$ cat src/rtl/flex_counter_pkg.sv
// Shared types and default widths for the flex_counter block.
// The optional prescaler is selected with the FLEX_COUNTER_PRESCALE_EN macro.
package flex_counter_pkg;

  typedef enum logic {
    DIR_DOWN = 1'b0,
    DIR_UP   = 1'b1
  } dir_e;

  typedef enum logic {
    MODE_SAT  = 1'b0,
    MODE_WRAP = 1'b1
  } mode_e;

  localparam int unsigned DEFAULT_N          = 8;
  localparam int unsigned DEFAULT_PRESCALE_W = 8;

endpackage

$ cat src/rtl/flex_prescaler.sv
// Enable-rate divider: tick is high on the enabled cycle where the count reaches prescale.
// Used by flex_counter only when FLEX_COUNTER_PRESCALE_EN is defined.
module flex_prescaler
  import flex_counter_pkg::*;
#(
  parameter int unsigned PRESCALE_W = DEFAULT_PRESCALE_W
) (
  input  logic                  clk,
  input  logic                  nrst,
  input  logic                  enable,
  input  logic                  restart,
  input  logic [PRESCALE_W-1:0] prescale,
  output logic                  tick
);

  logic [PRESCALE_W-1:0] pcnt;

  assign tick = (pcnt == prescale);

  // restart (clear/load) wins over counting; enable low freezes the count
  always_ff @(posedge clk or negedge nrst) begin
    if (!nrst) begin
      pcnt <= '0;
    end else if (restart) begin
      pcnt <= '0;
    end else if (enable) begin
      if (tick) pcnt <= '0;
      else      pcnt <= pcnt + 1'b1;
    end
  end

endmodule

$ cat src/rtl/flex_counter.sv
// Up/down counter with programmable bounds, step, load, wrap/saturate and a rollover pulse.
// Defining FLEX_COUNTER_PRESCALE_EN adds the prescale port and the flex_prescaler divider.
module flex_counter
  import flex_counter_pkg::*;
#(
  parameter int unsigned N          = DEFAULT_N,
  parameter int unsigned PRESCALE_W = DEFAULT_PRESCALE_W
) (
  input  logic                  clk,
  input  logic                  nrst,
  input  logic                  enable,
  input  logic                  clear,
  input  logic                  load,
  input  logic [N-1:0]          load_val,
  input  logic                  dir,
  input  logic                  mode,
  input  logic [N-1:0]          step,
  input  logic [N-1:0]          min,
  input  logic [N-1:0]          max,
`ifdef FLEX_COUNTER_PRESCALE_EN
  input  logic [PRESCALE_W-1:0] prescale,
`endif
  output logic [N-1:0]          count,
  output logic                  at_max,
  output logic                  at_min,
  output logic                  rollover
);

  if (N < 2 || PRESCALE_W < 1) begin : g_param_check
    $error("flex_counter: N must be at least 2 and PRESCALE_W at least 1");
  end

  logic         tick;
  logic         advance;
  logic         cfg_ok;
  logic [N:0]   sum;
  logic [N:0]   diff;
  logic [N-1:0] count_nxt;
  logic         wrap_nxt;

`ifdef FLEX_COUNTER_PRESCALE_EN
  flex_prescaler #(
    .PRESCALE_W (PRESCALE_W)
  ) u_prescaler (
    .clk      (clk),
    .nrst     (nrst),
    .enable   (enable),
    .restart  (clear | load),
    .prescale (prescale),
    .tick     (tick)
  );
`else
  assign tick = 1'b1;
`endif

  assign advance = enable & tick;
  assign cfg_ok  = (min <= max);
  assign sum     = {1'b0, count} + {1'b0, step};
  assign diff    = {1'b0, count} - {1'b0, step};

  assign at_max  = (count == max);
  assign at_min  = (count == min);

  // Next value of an advance; a zero step or an inverted range holds the count
  always_comb begin
    count_nxt = count;
    wrap_nxt  = 1'b0;
    if (advance && cfg_ok && (step != '0)) begin
      if (dir_e'(dir) == DIR_UP) begin
        if (sum > {1'b0, max}) begin
          if (mode_e'(mode) == MODE_WRAP) begin
            count_nxt = min;
            wrap_nxt  = 1'b1;
          end else begin
            count_nxt = max;
          end
        end else begin
          count_nxt = sum[N-1:0];
        end
      end else begin
        // diff[N] is the borrow out of the subtraction
        if (diff[N] || (diff[N-1:0] < min)) begin
          if (mode_e'(mode) == MODE_WRAP) begin
            count_nxt = max;
            wrap_nxt  = 1'b1;
          end else begin
            count_nxt = min;
          end
        end else begin
          count_nxt = diff[N-1:0];
        end
      end
    end
  end

  always_ff @(posedge clk or negedge nrst) begin
    if (!nrst) begin
      count    <= '0;
      rollover <= 1'b0;
    end else if (clear) begin
      count    <= min;
      rollover <= 1'b0;
    end else if (load) begin
      count    <= load_val;
      rollover <= 1'b0;
    end else begin
      count    <= count_nxt;
      rollover <= wrap_nxt;
    end
  end

endmodule

$ cat config.mk
export PLATFORM = sky130hd
export DESIGN_NAME = flex_counter
export DESIGN_NICKNAME = d
export VERILOG_FILES = /design/src/rtl/flex_counter_pkg.sv /design/src/rtl/flex_prescaler.sv /design/src/rtl/flex_counter.sv
export SDC_FILE = /design/constraint.sdc
export NUM_CORES = 1
export LEC_CHECK = 0
export ABC_AREA = 1
export CAP_MARGIN = 20
export CORE_MARGIN = 4
export CORE_UTILIZATION = 40
export CTS_CLUSTER_SIZE = 12
export DETAILED_ROUTE_END_ITERATION = 10
export GPL_ROUTABILITY_DRIVEN = 0
export GPL_TIMING_DRIVEN = 0
export PLACE_DENSITY_LB_ADDON = 0.1
export SYNTH_ARGS = -nofsm -noshare
export SYNTH_HDL_FRONTEND = slang
export SYNTH_SLANG_ARGS = --single-unit
$ cat constraint.sdc
create_clock -name clk -period 3.15 [get_ports clk]
set_input_delay 0.63 -clock clk [delete_from_list [all_inputs] [get_ports clk]]
set_output_delay 0.63 -clock clk [all_outputs]
set_load 0.005 [all_outputs]
==> flow_summary.toml <==
[worst_setup_path]
crit_chain = "inv_2 > ha_4 > inv_2 > fa_2 > nand4_1 > nand2_2 > xor2_2 > inv_2 > ha_4 > nand2_4 > o21a_1 > nand2_4 > nand2_4 > buf_6 > nand3_1 > nand2_1 > nor2_1 > nand3_1 > nand2_1 > nand2_1 > nand2_1 > nand2_1"
cp_data_required_time_ps = 3280
critPathLaunchType = "register"
crit_slowest_cell = "dfrtp_2"
end_kind = "register"
arrival_ps = 3160
path_max_fanout = 6
crit_top_cell = "nand2_1"
slowest_delay_ps = 480
critPathKind = "reg2reg"

[clock_tree]
ctsLongestPathBuffers = 2
clk_latency_ps = 240
cts_sinks = 9
cts_max_level = 1
numCtsBuffers = 3
cts_tree = "built"
clock-root-buffer = "clkbuf_8"
clk_pin_slew_ps = 50
cts.hold.buffers_added = 0

[grt]
grt_max_degree = 11
antenna_found_initial = 0
grt_pass1_vias = 2658
grt_overflow = 0
track_usage = 0.215
grt_pass1_wl_um = 12900

[synth]
synth_ff_type = "dfrtp_1"
yosysMostFrequentCell = "nand2_1"
postSynthCellCount = 398
synth_area_sq_um = 2450
synth_seq_cells = 9
synth_area_per_cell_sq_um = 6.16
synth_edf_count = 0
post-synth-top-area-cell = "ha_1"
syn_nets = 478
synth-seq-area-share = 0.0918
yosysUniqueCellTypes = 34
yosys_warnings = 0
synth_common_cells = "nand2_1, inv_1, ha_1"
synthTopCellsByArea = "ha_1, nand2_1, dfrtp_1"
synth-async-reset-ratio = 1.00
yosysTopAreaCellShare = 0.199

[routing]
post-route-drc-count = 0
vias = 2811
viasPerCell = 5.22
final_antenna_net_count = 0
first_pass_iters = 4
wl_per_cell_um = 15.1
wl_um = 8120
drt_iter0_drc = 166

[floorplan]
row_count = 28
core_sq_um = 5920
io_pins = 50
die_area_sq_um = 7450
die_w_um = 86.3
die_h_um = 86.3
initial_core_util = 0.414

[hold_path]
hp-class = "reg2reg"

[power]
total_power_mw = 1.54
leakagePower_nw = 1.65
powerDensity_nw_per_um2 = 439
peakVddDrop_v = 0.000197

[layout]
area_delta_synth_final_pct = 43.1
final_core_utilization = 0.593
drive_gt1_frac = 0.248
antenna_cells = 0
layout.nets = 545
fill_cells = 581

[timing]
min_period_over_period = 0.963
max_slew.worst_pin.slew_ps = 474
skew_ps = 0.293
max_freq_mhz = 330
tns_ps = 0
period_needed_ps = 3030
grt_setup_unrepaired = "yes"
hold_violations = 0
setup_viol = 0
max_slew_margin = 0.684
final_max_slew_viol_count = 0

[place]
port_buffers = 48
dp_hpwl_um = 6270

[job]
max_cap_viol_count = 0

[outcome]
status = "finished, final reports clean"
## repair_timing
action | CTS | global route
resized for setup | 41 | 68
pin swaps | 14 | 35
gates cloned | 1 | 0
endpoints found under the setup margin | 9 | 9
buffers inserted | 7 | 7
## cell families (layout without fill, tap and decap cells)
group,after synthesis,in the layout,synth area share
xor gates and xnor gates,23,23,0.0821
and+or+nand+nor,189,190,0.342
buffers and inverters,67,132,0.109
DFF,9,9,0.0918
adders and majority gates,41,41,0.215
AOI/OAI and AO/OA,69,69,0.160
## report_power, final
| group | switching (mW) | internal [mW] | total [mW] |
|---|---|---|---|
| logic | 0.681 | 0.535 | 1.22 |
| clock network | 0.0488 | 0.0884 | 0.137 |
| registers | 0.0565 | 0.134 | 0.191 |
| total | 0.786 | 0.757 | 1.54 |
## cell usage in the layout (no fill, tap or decap), types with 5 or more instances in the layout
cell / netlist / layout
a21oi_1: 34 / 27
nand4_1: 9 / 9
buf_4: 1 / 12
clkbuf_1: 5 / 6
xor2_1: 10 / 7
ha_1: 39 / 26
nand2_4: 2 / 7
a21oi_2: 2 / 9
xnor2_1: 13 / 13
nand2_1: 102 / 89
nand2_2: 5 / 13
dfrtp_1: 9 / 5
o21ai_1: 5 / 5
ha_4: 0 / 13
o21ai_0: 21 / 19
inv_2: 8 / 18
nor2_1: 32 / 29
clkdlybuf4s50_1: 0 / 40
nand3_1: 27 / 23
inv_1: 49 / 39
## registers in the layout (all words and copies together) (netlist names)
register	cells
count	8
rollover	1
## critical path: cells and delay by family, from the launching register on
| family | cells | cell delay (ps) |
|---|---|---|
| DFF | 1 | 480 |
| AOI/OAI and AO/OA | 1 | 200 |
| xor gates and xnor gates | 1 | 200 |
| and+or+nand+nor | 13 | 910 |
| adders and majority gates | 3 | 800 |
| buffers and inverters | 4 | 330 |
## stage by stage
stage	hold WS, ps	instance area, sq um	std cells	worst slack, ps
after floorplan	334	2450	398	92.5
after global placement	651	3030	521	-712
after detailed placement	656	3030	521	-751
after CTS	686	3260	533	-12.2
after global routing	649	3510	539	-75.6
final	635	3510	539	117
## layout make-up
class | instances | area (sq um) | share of cell area
timing repair buffer | 62 | 563 | 0.160
inverter | 58 | 218 | 0.0620
tap | 75 | 93.8 | 0.0267
multi-input combinational | 323 | 2320 | 0.660
clock buffer | 4 | 45.0 | 0.0128
sequential | 9 | 230 | 0.0656
buffer | 8 | 42.5 | 0.0121
## final timing paths
path	from	endpoint	slack (ps)	depth (start not counted)
max	count[0]	count[7]	120	22
min	count[0]	count[0]	640	2
max reg2reg	count[0]	count[7]	120	22
min reg2reg	count[0]	count[0]	640	2
max in group asynchronous	nrst	count[3]	2130	1
min in group asynchronous	nrst	count[1]	700	1
## routing by layer
layer  up-vias  global-route usage  wire length, um
li1       1440                   -                -
met1      1266               0.288             3690
met2        90               0.369             3850
met3        15              0.0304              437
met4         0              0.0411              136
met5         -                   0                0
Power figures use the tool's default switching activity.
